[src/rtl/irrigation_sequencer_pkg.sv]
// Shared types and defaults for the irrigation sequencer: FSM state encoding,
// zone sizing and the lowest-pending-zone picker.
package irrig_pkg;

  localparam int NZ_DEF        = 4;
  localparam int PRIME_CYC_DEF = 2;
  localparam int ACK_TO_DEF    = 3;
  localparam int ZW            = 2;
  localparam int MAX_NZ        = 1 << ZW;

  typedef enum logic [3:0] {
    IDLE,
    SCAN,
    PRIME,
    START,
    WAIT_ACK,
    RUN,
    CLOSE,
    ABORT,
    FAULT
  } state_t;

  // Lowest set index wins, so zones are always served in ascending order.
  function automatic logic [ZW-1:0] lowest_idx(input logic [MAX_NZ-1:0] v);
    logic [ZW-1:0] idx;
    idx = '0;
    for (int i = MAX_NZ - 1; i >= 0; i--)
      if (v[i]) idx = ZW'(i);
    return idx;
  endfunction

endpackage

[src/rtl/irrigation_sequencer_cyc_cnt.sv]
// Down-counter for prime and ack-timeout windows; reloads on load and
// parks at zero instead of wrapping.
module cyc_cnt #(
  parameter int W = 2
) (
  input  logic         clk,
  input  logic         rst,
  input  logic         load,
  input  logic [W-1:0] value,
  output logic         zero
);

  logic [W-1:0] cnt;

  always_ff @(posedge clk) begin
    if (rst)            cnt <= '0;
    else if (load)      cnt <= value;
    else if (cnt != '0) cnt <= cnt - W'(1);
  end

  assign zero = (cnt == '0);

endmodule

[src/rtl/irrigation_sequencer.sv]
// Zone irrigation sequencer: latches dry/manual requests, primes the pump,
// then opens each pending valve in turn under the downstream timer's control.
module irrigation_sequencer
  import irrig_pkg::*;
#(
  parameter int NZ        = NZ_DEF,
  parameter int PRIME_CYC = PRIME_CYC_DEF,
  parameter int ACK_TO    = ACK_TO_DEF
) (
  input  logic          Ck,
  input  logic          Clr,
  input  logic [NZ-1:0] Dry,
  input  logic          Man,
  input  logic          Rain,
  input  logic          TmrR,
  output logic          St,
  output logic [ZW-1:0] Zone,
  output logic [NZ-1:0] Valve,
  output logic          Pump,
  output logic          Busy,
  output logic          Fault
);

  localparam int CMAX = (PRIME_CYC > ACK_TO) ? PRIME_CYC : ACK_TO;
  localparam int CW   = $clog2(CMAX + 1);

  state_t        state;
  logic [NZ-1:0] pend;
  logic [ZW-1:0] zone_q;
  logic          pump_hold;
  logic [NZ-1:0] zone_bit;
  logic [NZ-1:0] pend_left;
  logic          ld_prime, ld_ack, cnt_load, cnt_zero;
  logic [CW-1:0] cnt_value;

  assign zone_bit  = NZ'(1) << zone_q;
  assign pend_left = pend & ~zone_bit;

  // Counter reloads on the edge that enters PRIME or WAIT_ACK.
  always_comb begin
    ld_prime  = (state == SCAN) && (pend != '0);
    ld_ack    = (state == START) && !Rain;
    cnt_load  = ld_prime || ld_ack;
    cnt_value = ld_prime ? CW'(PRIME_CYC - 1) : CW'(ACK_TO - 1);
  end

  cyc_cnt #(.W(CW)) u_cnt (
    .clk   (Ck),
    .rst   (Clr),
    .load  (cnt_load),
    .value (cnt_value),
    .zero  (cnt_zero)
  );

  always_ff @(posedge Ck) begin
    if (Clr) begin
      state     <= IDLE;
      pend      <= '0;
      zone_q    <= '0;
      pump_hold <= 1'b0;
    end else begin
      pump_hold <= 1'b0;
      case (state)
        IDLE:
          if (!Rain && (Dry != '0 || Man)) begin
            pend  <= Dry | {NZ{Man}};
            state <= SCAN;
          end
        SCAN:
          if (pend == '0) state <= IDLE;
          else begin
            zone_q <= lowest_idx(MAX_NZ'(pend));
            state  <= PRIME;
          end
        PRIME:
          if (Rain) begin
            pend  <= '0;
            state <= ABORT;
          end else if (cnt_zero) state <= START;
        START:
          if (Rain) begin
            pend  <= '0;
            state <= ABORT;
          end else state <= WAIT_ACK;
        WAIT_ACK:
          if (Rain) begin
            pend  <= '0;
            state <= ABORT;
          end else if (TmrR)    state <= RUN;
          else if (cnt_zero)    state <= FAULT;
        // Rain is tested first so a simultaneous timer drop still aborts.
        RUN:
          if (Rain) begin
            pend  <= '0;
            state <= ABORT;
          end else if (!TmrR) state <= CLOSE;
        CLOSE: begin
          pend      <= pend_left;
          pump_hold <= (pend_left != '0);
          state     <= SCAN;
        end
        ABORT:
          if (!TmrR) state <= IDLE;
        FAULT: ;
        default: state <= IDLE;
      endcase
    end
  end

  always_comb begin
    St    = (state == START);
    Valve = (state == START || state == RUN) ? zone_bit : '0;
    Fault = (state == FAULT);
    Busy  = (state != IDLE) && (state != FAULT);
    Zone  = (state == IDLE || state == SCAN || state == FAULT) ? '0 : zone_q;
    case (state)
      PRIME, START, WAIT_ACK, RUN, CLOSE: Pump = 1'b1;
      SCAN:                               Pump = pump_hold;
      default:                            Pump = 1'b0;
    endcase
  end

endmodule
[config.mk]
export PLATFORM = sky130hd
export DESIGN_NAME = irrigation_sequencer
export DESIGN_NICKNAME = d
export VERILOG_FILES = /design/src/rtl/irrigation_sequencer_pkg.sv /design/src/rtl/irrigation_sequencer_cyc_cnt.sv /design/src/rtl/irrigation_sequencer.sv
export SDC_FILE = /design/constraint.sdc
export NUM_CORES = 1
export LEC_CHECK = 0
export ABC_AREA = 1
export BUFFER_PORTS_ARGS = -buffer_cell sky130_fd_sc_hd__buf_4
export CAP_MARGIN = 30
export CELL_PAD_IN_SITES_DETAIL_PLACEMENT = 0
export CELL_PAD_IN_SITES_GLOBAL_PLACEMENT = 1
export CORE_AREA = 2 2 59 61
export CTS_CLUSTER_SIZE = 16
export DETAILED_ROUTE_END_ITERATION = 16
export DIE_AREA = 0 0 61 63
export PLACE_DENSITY = 0.69
export SLEW_MARGIN = 20
export SYNTH_ARGS = -nofsm -noshare
export SYNTH_HDL_FRONTEND = slang
export SYNTH_HIERARCHICAL = 1
export SYNTH_SLANG_ARGS = --single-unit
[constraint.sdc]
create_clock -name Ck -period 1.3 [get_ports Ck]
set_input_delay 0.195 -clock Ck [delete_from_list [all_inputs] [get_ports Ck]]
set_output_delay 0.195 -clock Ck [all_outputs]
set_load 0.02 [all_outputs]
==> flow_metrics.env, run 1 <==
export IMPL_drt_wl_total_um=3210
export IMPL_ir_drop_uv=979
export IMPL_cts_root_buf="sky130_fd_sc_hd__clkbuf_4"
export IMPL_setup_viol=21
export IMPL_synth_lib_cells_used_distinct=27
export IMPL_final_period_minus_worst_setup_slack_ps=1600
export IMPL_worstHoldStart="Clr"
export IMPL_final_instance_count_excl_fill=275
export IMPL_coreArea_mm2=0.00323
export IMPL_cts_num_sinks=13
export IMPL_route_vias_total=1256
export IMPL_postLayoutSetupSlackWorst_ps=-296
export IMPL_arrival_ps=1400
export IMPL_die_h_um=63
export IMPL_postSynthRegisterBits=13
export IMPL_timing_critical_path_to_type="output pin"
export IMPL_p_per_area_mw_per_mm2=2340
export IMPL_synth_sequential_area_ratio_pct=25.3
export IMPL_dieArea_mm2=0.00384
export IMPL_globalRouteTotalUtil_pct=17.9
export IMPL_drt_antenna_violating_nets=0
export IMPL_io_buffer_count=18
export IMPL_cp_data_required_time_ps=1110
export IMPL_regToRegStartpoint="state[0]"
export IMPL_tightestPinTransition_ps=341
export IMPL_slew_viol_final=0
export IMPL_place_hpwl_um=2390
export IMPL_register_to_register_setup_slack_ps=-270
export IMPL_grt_pass1_wl_um=5290
export IMPL_fraction_of_layout_instances_using_a_drive_strength_above_1_pct=53.7
export IMPL_fin_nets=240
export IMPL_grt_setup_unrepaired="yes"
export IMPL_cp_top_family="simple AND/OR/NAND/NOR gates"
export IMPL_fillerInstances=334
export IMPL_floorplan_rows=21
export IMPL_clkLatencyLatePin_ps=280
export IMPL_area_delta_synth_final_pct=72.9
export IMPL_final_cell_area_mm2=0.00178
export IMPL_max_fclk_mhz=626
export IMPL_critical_path_top_cell_by_count="sky130_fd_sc_hd__nand2_4"
export IMPL_synth_cell_area_mm2=0.00103
export IMPL_drt_vias_per_instance=4.57
export IMPL_final_hold_viol_count=0
export IMPL_cts_tree="yes"
export IMPL_start_kind="flip-flop"
export IMPL_start_util_pct=31.8
export IMPL_drt_iter0_drc=34
export IMPL_htree_levels=1
export IMPL_synthTopCellsByArea="sky130_fd_sc_hd__dfxtp_1, sky130_fd_sc_hd__nand2_1, sky130_fd_sc_hd__inv_1"
export IMPL_critical_path_max_stage_delay_ps=400
export IMPL_fin_worst_hold_slack_ps=111
export IMPL_avgRoutedWirePerCell_um=11.7
export IMPL_synth_top_area_share_pct=25.3
export IMPL_ys_async_sr_fraction_pct=0
export IMPL_timing_max_cap_violations=0
export IMPL_detailed_place_area_mm2=0.00142
export IMPL_failing_checks="setup timing"
export IMPL_dieWidth_um=61
export IMPL_cp_startpoint="state[2]"
export IMPL_path_buf_inv=3
export IMPL_skew_ps=8.28
export IMPL_synth_avg_cell_area_um2=5.95
export IMPL_leakagePower_nw=0.883
export IMPL_place_gp_congestion=0.911
export IMPL_initial_antenna_violation_count=0
export IMPL_cts_hold_fix_buffers=0
export IMPL_path_cells="inv_4 -> nor2_4 -> nand2_4 -> nand2_4 -> inv_6 -> nor3_4 -> buf_6"
export IMPL_most_instantiated_cells_after_synthesis="sky130_fd_sc_hd__nand2_1, sky130_fd_sc_hd__inv_1, sky130_fd_sc_hd__nor2_1"
export IMPL_max_slew_margin_rel_pct=77.2
export IMPL_synth_most_common_cell="sky130_fd_sc_hd__nand2_1"
export IMPL_path_max_fanout=5
export IMPL_cts_buffers=3
export IMPL_synth_enable_flop_cells=0
export IMPL_synth_largest_area_cell="sky130_fd_sc_hd__dfxtp_1"
export IMPL_grt_pass1_vias=1237
export IMPL_run_status="complete, but fails checks"
export IMPL_critPathSlowestCell="sky130_fd_sc_hd__dfxtp_4"
export IMPL_antenna_cells=0
export IMPL_syn_instance_count=173
export IMPL_final_period_utilization_pct=123
export IMPL_gr_total_overflow=0
export IMPL_clock_transition_at_the_registers_of_the_reported_paths_ps=100
export IMPL_place_inst=260
export IMPL_detail_route_drc_violations=0
export IMPL_yosys_warnings=6
export IMPL_min_path_type="in2reg"
export IMPL_clk_path_buf_depth=2
export IMPL_synth_top_flop_cell="sky130_fd_sc_hd__dfxtp_1"
export IMPL_top_level_ports=19
export IMPL_syn_nets=183
export IMPL_criticalPathCategory="reg2out"
export IMPL_pin_count_of_the_biggest_net_entering_global_routing=9
export IMPL_drt_pass1_iterations=4
what timing repair did:
action / CTS / global route
cloned: 0 / 0
resized for setup: 25 / 54
pin swaps: 5 / 22
buffers inserted: 2 / 10
setup endpoints to repair: 21 / 23
final cells by class:
class / count / area [um2] / share of cell area, %
well taps: 46 / 57.6 / 3.24
repair buffers: 52 / 443 / 24.9
inverters: 31 / 129 / 7.25
flip-flops and latches: 13 / 274 / 15.4
clock buffers: 4 / 26.3 / 1.48
multi-input cells: 129 / 848 / 47.7
layer usage:
layer / track usage, % / vias up / part of all wire [%]
met5: 0 / - / 0
met4: 6.79 / 0 / 1.5
met3: 2.07 / 6 / 3.5
met2: 31.2 / 19 / 55
met1: 21.8 / 575 / 40
li1: - / 656 / -
logic make-up after synthesis:
kind of cell	Yosys count	share of synthesized area, %
adder cells (fa/ha/maj)	1	1.22
flip-flops	13	25.3
buffers and inverters	31	11.3
AO/OA/AOI/OAI	19	10.5
AND/OR/NAND/NOR	109	51.7
final timing paths:
| check | depth (start not counted) | endpoint |
|---|---|---|
| min | 2 | zone_q[0] |
| max reg2reg | 11 | pend[0] |
| min reg2reg | 2 | u_cnt/cnt[1] |
| max | 7 | Valve[2] |
cells in the final DEF (no fill, tap or decap), types with 8 or more instances in the layout:
master | synthesis | routed
sky130_fd_sc_hd__a21oi_1 | 9 | 8
sky130_fd_sc_hd__nor2_1 | 25 | 18
sky130_fd_sc_hd__buf_4 | 0 | 38
sky130_fd_sc_hd__inv_2 | 4 | 11
sky130_fd_sc_hd__buf_6 | 0 | 14
sky130_fd_sc_hd__nand3_1 | 10 | 10
sky130_fd_sc_hd__dfxtp_1 | 13 | 8
sky130_fd_sc_hd__inv_1 | 26 | 16
sky130_fd_sc_hd__nor2_4 | 3 | 9
sky130_fd_sc_hd__nand2_1 | 46 | 37
sky130_fd_sc_hd__nand2_2 | 5 | 10
metrics by stage:
step	power (mW)	setup TNS, ps	setup slack (ps)	utilization (%)
detailed placement	3.00	-2240	-166	44.0
CTS	3.45	-4110	-315	47.0
floorplan	2.18	-234	-44.9	-
global placement	2.99	-2080	-164	44.0
global route	4.55	-6300	-391	55.0
finish	4.16	-4320	-296	55.0
report_power, final:
group,internal (mW),total [mW],switching [mW]
logic,1.42,3.17,1.74
clock network,0.119,0.271,0.151
registers,0.566,0.724,0.158
total,2.11,4.16,2.05
state kept, by name, summed over array words and instances (netlist names):
register	cells
pend	4
pump_hold	1
state	4
u_cnt/cnt	2
zone_q	2
Note: power is estimated with default switching activity, not from simulation.
==> run 2: changes to the inputs <==
BUFFER_PORTS_ARGS = -buffer_cell sky130_fd_sc_hd__buf_2   (was -buffer_cell sky130_fd_sc_hd__buf_4)
CORE_AREA = 4 4 61 63   (was 2 2 59 61)
DIE_AREA = 0 0 65 67   (was 0 0 61 63)
==> run 2 against run 1 <==
Compared with the run above:
- the flow still finishes with violations (setup timing)
- clock skew increased by 1.7 ps
- critical endpoint is now Valve[0]
- largest cell class unchanged
- largest power group unchanged
- setup slack improved by 7.7 ps
- worst hold slack improved by 34 ps
- via count increased by 1.5%
==> flow_metrics.env, run 2 (synthesis results as in run 1) <==
export IMPL_run_status="complete, but fails checks"
export IMPL_failing_checks="setup timing"
export IMPL_busiest_layer="met2"
export IMPL_fin_worst_hold_slack_ps=145
export IMPL_fin_nets=243
export IMPL_grt_setup_unrepaired="yes"
export IMPL_arrival_ps=1390
export IMPL_cts_root_buf="sky130_fd_sc_hd__clkbuf_4"
export IMPL_htree_levels=1
export IMPL_p_per_area_mw_per_mm2=2310
export IMPL_gr_usage_met3_pct=2.36
export IMPL_gr_total_overflow=0
export IMPL_ir_drop_uv=831
export IMPL_grt_pass1_vias=1283
export IMPL_die_h_um=67
export IMPL_cp_data_required_time_ps=1110
export IMPL_clkLatencyLatePin_ps=290
export IMPL_route_vias_total=1275
export IMPL_max_slew_margin_rel_pct=78.7
export IMPL_top_level_ports=19
export IMPL_drt_wl_total_um=3360
export IMPL_grt_util_met2_pct=31.5
export IMPL_drt_pass1_iterations=4
export IMPL_final_period_utilization_pct=122
export IMPL_final_cell_area_mm2=0.00175
export IMPL_antenna_cells=0
export IMPL_drt_iter0_drc=38
export IMPL_pin_count_of_the_biggest_net_entering_global_routing=9
export IMPL_area_delta_synth_final_pct=70.0
export IMPL_globalRouteTotalUtil_pct=16.4
export IMPL_cts_buffers=3
export IMPL_detailed_place_area_mm2=0.00138
export IMPL_max_fclk_mhz=629
export IMPL_place_gp_congestion=0.891
export IMPL_postLayoutSetupSlackWorst_ps=-289
export IMPL_skew_ps=9.95
export IMPL_layout_cells_most_common_list="sky130_fd_sc_hd__nand2_1, sky130_fd_sc_hd__buf_4, sky130_fd_sc_hd__inv_1"
export IMPL_final_period_minus_worst_setup_slack_ps=1590
export IMPL_coreArea_mm2=0.00323
export IMPL_grt_met1_usage_pct=17.6
export IMPL_dieWidth_um=65
export IMPL_fraction_of_layout_instances_using_a_drive_strength_above_1_pct=47.8
export IMPL_min_path_type="in2reg"
export IMPL_switching_share_of_total_power_pct=49.4
export IMPL_power_combinational_fraction_pct=75.5
export IMPL_timing_critical_path_to_type="output pin"
export IMPL_clock_transition_at_the_registers_of_the_reported_paths_ps=100
export IMPL_floorplan_rows=21
export IMPL_timing_max_cap_violations=0
export IMPL_power_internal_mw=2.05
export IMPL_tightestPinTransition_ps=317
export IMPL_start_kind="flip-flop"
export IMPL_clk_path_buf_depth=2
export IMPL_detail_route_drc_violations=0
export IMPL_io_buffer_count=18
export IMPL_drt_vias_per_instance=4.59
export IMPL_initial_antenna_violation_count=0
export IMPL_cts_hold_fix_buffers=0
export IMPL_criticalPathCategory="reg2out"
export IMPL_start_util_pct=31.8
export IMPL_biggestRegsByFlops="pend (4), state (4)"
export IMPL_pwr_share_clk_pct=6.8
export IMPL_power_switching_mw=2.00
export IMPL_leakagePower_nw=0.910
export IMPL_dieArea_mm2=0.00436
export IMPL_setup_viol=22
export IMPL_path_max_fanout=5
export IMPL_place_hpwl_um=2420
export IMPL_most_common_library_cell_in_the_layout_ignoring_fill_and_taps="sky130_fd_sc_hd__nand2_1"
export IMPL_final_hold_viol_count=0
export IMPL_slew_viol_final=0
export IMPL_avgRoutedWirePerCell_um=12.1
export IMPL_pre_cts_ws_ps=-207
export IMPL_share_seq_of_total_power_pct=17.6
export IMPL_cts_tree="yes"
export IMPL_grt_pass1_wl_um=5540
export IMPL_cts_num_sinks=13
export IMPL_drt_antenna_violating_nets=0
## run 2: timing repair
action | in CTS | in global routing
setup endpoints to repair | 22 | 22
resized for setup | 47 | 23
buffers inserted | 12 | 4
pin swaps | 15 | 11
## run 2: power by group through the flow
stage / combinational, mW / clock, mW / sequential (mW)
5_1_grt: 3.36 / 0.313 / 0.742
6_report: 3.05 / 0.276 / 0.714
4_1_cts: 2.83 / 0.286 / 0.695
3_3_place_gp: 2.29 / 0 / 0.674
2_1_floorplan: 1.51 / 0 / 0.666
3_5_place_dp: 2.30 / 0 / 0.676
## run 2: final cells by class
| class | instances | area [um2] |
|---|---|---|
| inverter | 31 | 124 |
| tap | 46 | 57.6 |
| fill | 345 | 1480 |
| multi-input combinational | 129 | 825 |
| clock buffer | 4 | 26.3 |
| timing repair buffer | 55 | 440 |
| sequential | 13 | 275 |
## run 2: critical path, stage by stage, from the launching register on
cell,delay (ps)
sky130_fd_sc_hd__dfxtp_4,410
sky130_fd_sc_hd__nand2_2,80
sky130_fd_sc_hd__inv_2,90
sky130_fd_sc_hd__nand2_4,80
sky130_fd_sc_hd__nand2_4,90
sky130_fd_sc_hd__inv_6,50
sky130_fd_sc_hd__nor3_2,140
sky130_fd_sc_hd__buf_4,160
## run 2: final timing paths
path	startpoint	to	slack (ps)	cells past startpoint
worst max-delay path	state[1]	Valve[0]	-290	7
worst max register to register	state[3]	pend[0]	-220	10
worst min-delay path	Clr	pump_hold	150	2
worst min register to register	u_cnt/cnt[1]	u_cnt/cnt[1]	540	2
## run 2: through the flow
step	utilization, %	TNS, ps	power, mW	cells
2_1_floorplan	-	-234	2.18	173
3_3_place_gp	42.8	-2550	2.97	259
3_5_place_dp	42.8	-2500	2.97	259
4_1_cts	50.7	-4350	3.81	274
5_1_grt	54.1	-6440	4.42	278
6_report	54.1	-4500	4.05	278
## run 2: per-layer routing
metal,share of wire [%],vias up
met5,0,-
li1,-,662
met4,2.6,0
met3,3.9,10
met1,40,567
met2,53,36
==> run 3: changes to the inputs <==
PLACE_DENSITY = 0.8   (was 0.69)
==> run 3 against run 2 <==
Compared with the run above:
- the run still ends with setup timing left
- combinational power about the same
- maximum frequency shrank 0.72%
- sequential share of layout area rose by 0.079 points
- critical path type unchanged
==> flow_metrics.env, run 3 (synthesis results as in run 1) <==
export IMPL_p_per_area_mw_per_mm2=2350
export IMPL_detail_route_drc_violations=0
export IMPL_final_period_utilization_pct=123
export IMPL_detailed_place_area_mm2=0.00139
export IMPL_final_cell_area_mm2=0.00174
export IMPL_timing_critical_path_to_type="output pin"
export IMPL_fin_nets=239
export IMPL_skew_ps=5.79
export IMPL_grt_setup_unrepaired="yes"
export IMPL_path_buf_inv=2
export IMPL_drt_vias_per_instance=4.64
export IMPL_final_instance_count_excl_fill=274
export IMPL_critical_path_max_stage_delay_ps=390
export IMPL_totalPowerFinal_mw=4.09
export IMPL_run_status="complete, but fails checks"
export IMPL_max_fclk_mhz=625
export IMPL_start_kind="flip-flop"
export IMPL_min_path_type="in2reg"
export IMPL_switching_share_of_total_power_pct=49.8
export IMPL_max_slew_margin_rel_pct=79.1
export IMPL_fraction_of_layout_instances_using_a_drive_strength_above_1_pct=52.2
export IMPL_place_gp_congestion=0.832
export IMPL_pwr_share_clk_pct=6.6
export IMPL_slew_viol_final=0
export IMPL_avgRoutedWirePerCell_um=11.9
export IMPL_power_combinational_fraction_pct=75.2
export IMPL_share_seq_of_total_power_pct=18.1
export IMPL_cts_root_buf="sky130_fd_sc_hd__clkbuf_4"
export IMPL_failing_checks="setup timing"
export IMPL_path_max_fanout=5
export IMPL_cts_num_sinks=13
export IMPL_regToRegStartpoint="state[0]"
export IMPL_ir_drop_uv=824
export IMPL_io_buffer_count=18
export IMPL_final_hold_viol_count=0
export IMPL_grt_pass1_vias=1175
export IMPL_die_h_um=67
export IMPL_floorplan_rows=21
export IMPL_path_cells="nor2_4 -> inv_2 -> nor2_4 -> nand2_1 -> nand3_2 -> buf_6"
export IMPL_layout_area_seq_um2=275
export IMPL_fillerInstances=319
export IMPL_drt_pass1_iterations=4
export IMPL_htree_levels=1
export IMPL_pre_cts_ws_ps=-191
export IMPL_globalRouteTotalUtil_pct=15.5
export IMPL_start_util_pct=31.8
export IMPL_tightestPinTransition_ps=314
export IMPL_power_internal_mw=2.05
export IMPL_antenna_cells=0
export IMPL_cp_data_required_time_ps=1110
export IMPL_cts_tree="yes"
export IMPL_area_delta_synth_final_pct=69.1
export IMPL_finalCoreUtilization_pct=53.8
export IMPL_timing_max_cap_violations=0
export IMPL_reg2reg_depth=11
export IMPL_place_inst=261
export IMPL_most_common_library_cell_in_the_layout_ignoring_fill_and_taps="sky130_fd_sc_hd__nand2_1"
export IMPL_dieArea_mm2=0.00436
export IMPL_gr_total_overflow=0
export IMPL_power_switching_mw=2.04
export IMPL_top_level_ports=19
export IMPL_clk_path_buf_depth=2
export IMPL_drt_antenna_violating_nets=0
export IMPL_route_vias_total=1271
export IMPL_setup_viol=22
export IMPL_final_period_minus_worst_setup_slack_ps=1600
export IMPL_dieWidth_um=65
export IMPL_cts_buffers=3
export IMPL_clkLatencyLatePin_ps=290
export IMPL_critical_path_top_cell_by_count="sky130_fd_sc_hd__nor2_4"
export IMPL_multiInputGateArea_um2=842
export IMPL_coreArea_mm2=0.00323
export IMPL_drt_wl_total_um=3270
export IMPL_cp_endpoint="Pump"
export IMPL_clock_transition_at_the_registers_of_the_reported_paths_ps=90
export IMPL_biggestRegsByFlops="pend (4), state (4)"
export IMPL_cp_startpoint="state[3]"
export IMPL_cts_hold_fix_buffers=0
export IMPL_register_to_register_setup_slack_ps=-200
export IMPL_place_hpwl_um=2180
export IMPL_path_depth=6
export IMPL_pin_count_of_the_biggest_net_entering_global_routing=9
export IMPL_initial_antenna_violation_count=0
export IMPL_drt_iter0_drc=70
export IMPL_critPathSlowestCell="sky130_fd_sc_hd__dfxtp_4"
export IMPL_postLayoutSetupSlackWorst_ps=-300
export IMPL_arrival_ps=1410
export IMPL_grt_pass1_wl_um=5220
export IMPL_leakagePower_nw=0.872
export IMPL_cp_top_family="simple AND/OR/NAND/NOR gates"
export IMPL_rr_endpoint="state[2]"
export IMPL_layout_cells_most_common_list="sky130_fd_sc_hd__nand2_1, sky130_fd_sc_hd__buf_4, sky130_fd_sc_hd__inv_1"
export IMPL_criticalPathCategory="reg2out"
run 3: cell type report:
class	count	share of cell area, %
Clock buffer	4	1.51
Inverter	31	7.19
Multi-Input combinational cell	129	48.4
Sequential cell	13	15.8
Tap cell	46	3.31
Timing Repair Buffer	51	23.7
run 3: layer usage:
| metal | vias to the layer above | routed length [um] | global-route usage (%) | share of wire (%) |
|---|---|---|---|---|
| li1 | 656 | - | - | - |
| met5 | - | 0 | 0 | 0 |
| met1 | 566 | 1400 | 18.2 | 43 |
| met3 | 6 | 158 | 1.85 | 4.8 |
| met4 | 0 | 44 | 5.28 | 1.3 |
| met2 | 43 | 1670 | 28.7 | 51 |
run 3: worst register-to-register path: stages, from the launching register on:
cell,delay (ps)
sky130_fd_sc_hd__dfxtp_4,370
sky130_fd_sc_hd__buf_6,120
sky130_fd_sc_hd__nor2_4,170
sky130_fd_sc_hd__buf_6,130
sky130_fd_sc_hd__buf_6,80
sky130_fd_sc_hd__nand3_4,70
sky130_fd_sc_hd__nor2_4,130
sky130_fd_sc_hd__nor2_4,50
sky130_fd_sc_hd__nand3_4,100
sky130_fd_sc_hd__nand2_1,60
sky130_fd_sc_hd__nand2_1,70
sky130_fd_sc_hd__nor2_1,50
run 3: power groups by stage:
stage               combinational [mW]  sequential, mW  clock [mW]
floorplan                         1.51           0.666           0
global placement                  2.28           0.684           0
detailed placement                2.26           0.685           0
CTS                               2.70           0.722       0.260
global route                      3.38           0.765       0.278
finish                            3.08           0.743       0.271
run 3: worst min-delay path by stage:
| stage | from | endpoint | slack [ps] | cells after the start |
|---|---|---|---|---|
| final | Clr | zone_q[1] | 130 | 2 |
| after global routing | Clr | zone_q[1] | 150 | 2 |
| after CTS | Clr | pump_hold | 140 | 2 |
| after detailed placement | Clr | pump_hold | 440 | 2 |
| after global placement | Clr | pump_hold | 440 | 2 |
| after floorplan | Clr | zone_q[0] | 270 | 1 |
run 3: stage by stage:
stage | hold WS [ps] | TNS (ps)
finish | 133 | -4190
floorplan | 273 | -234
global placement | 441 | -2720
CTS | 139 | -3530
global route | 150 | -5810
detailed placement | 439 | -2520
run 3: repair_timing:
| action | 4_1_cts | 5_1_grt |
|---|---|---|
| setup buffers | 7 | 4 |
| endpoints found under the setup margin | 22 | 22 |
| pin swaps | 18 | 15 |
| gates resized for setup | 50 | 33 |
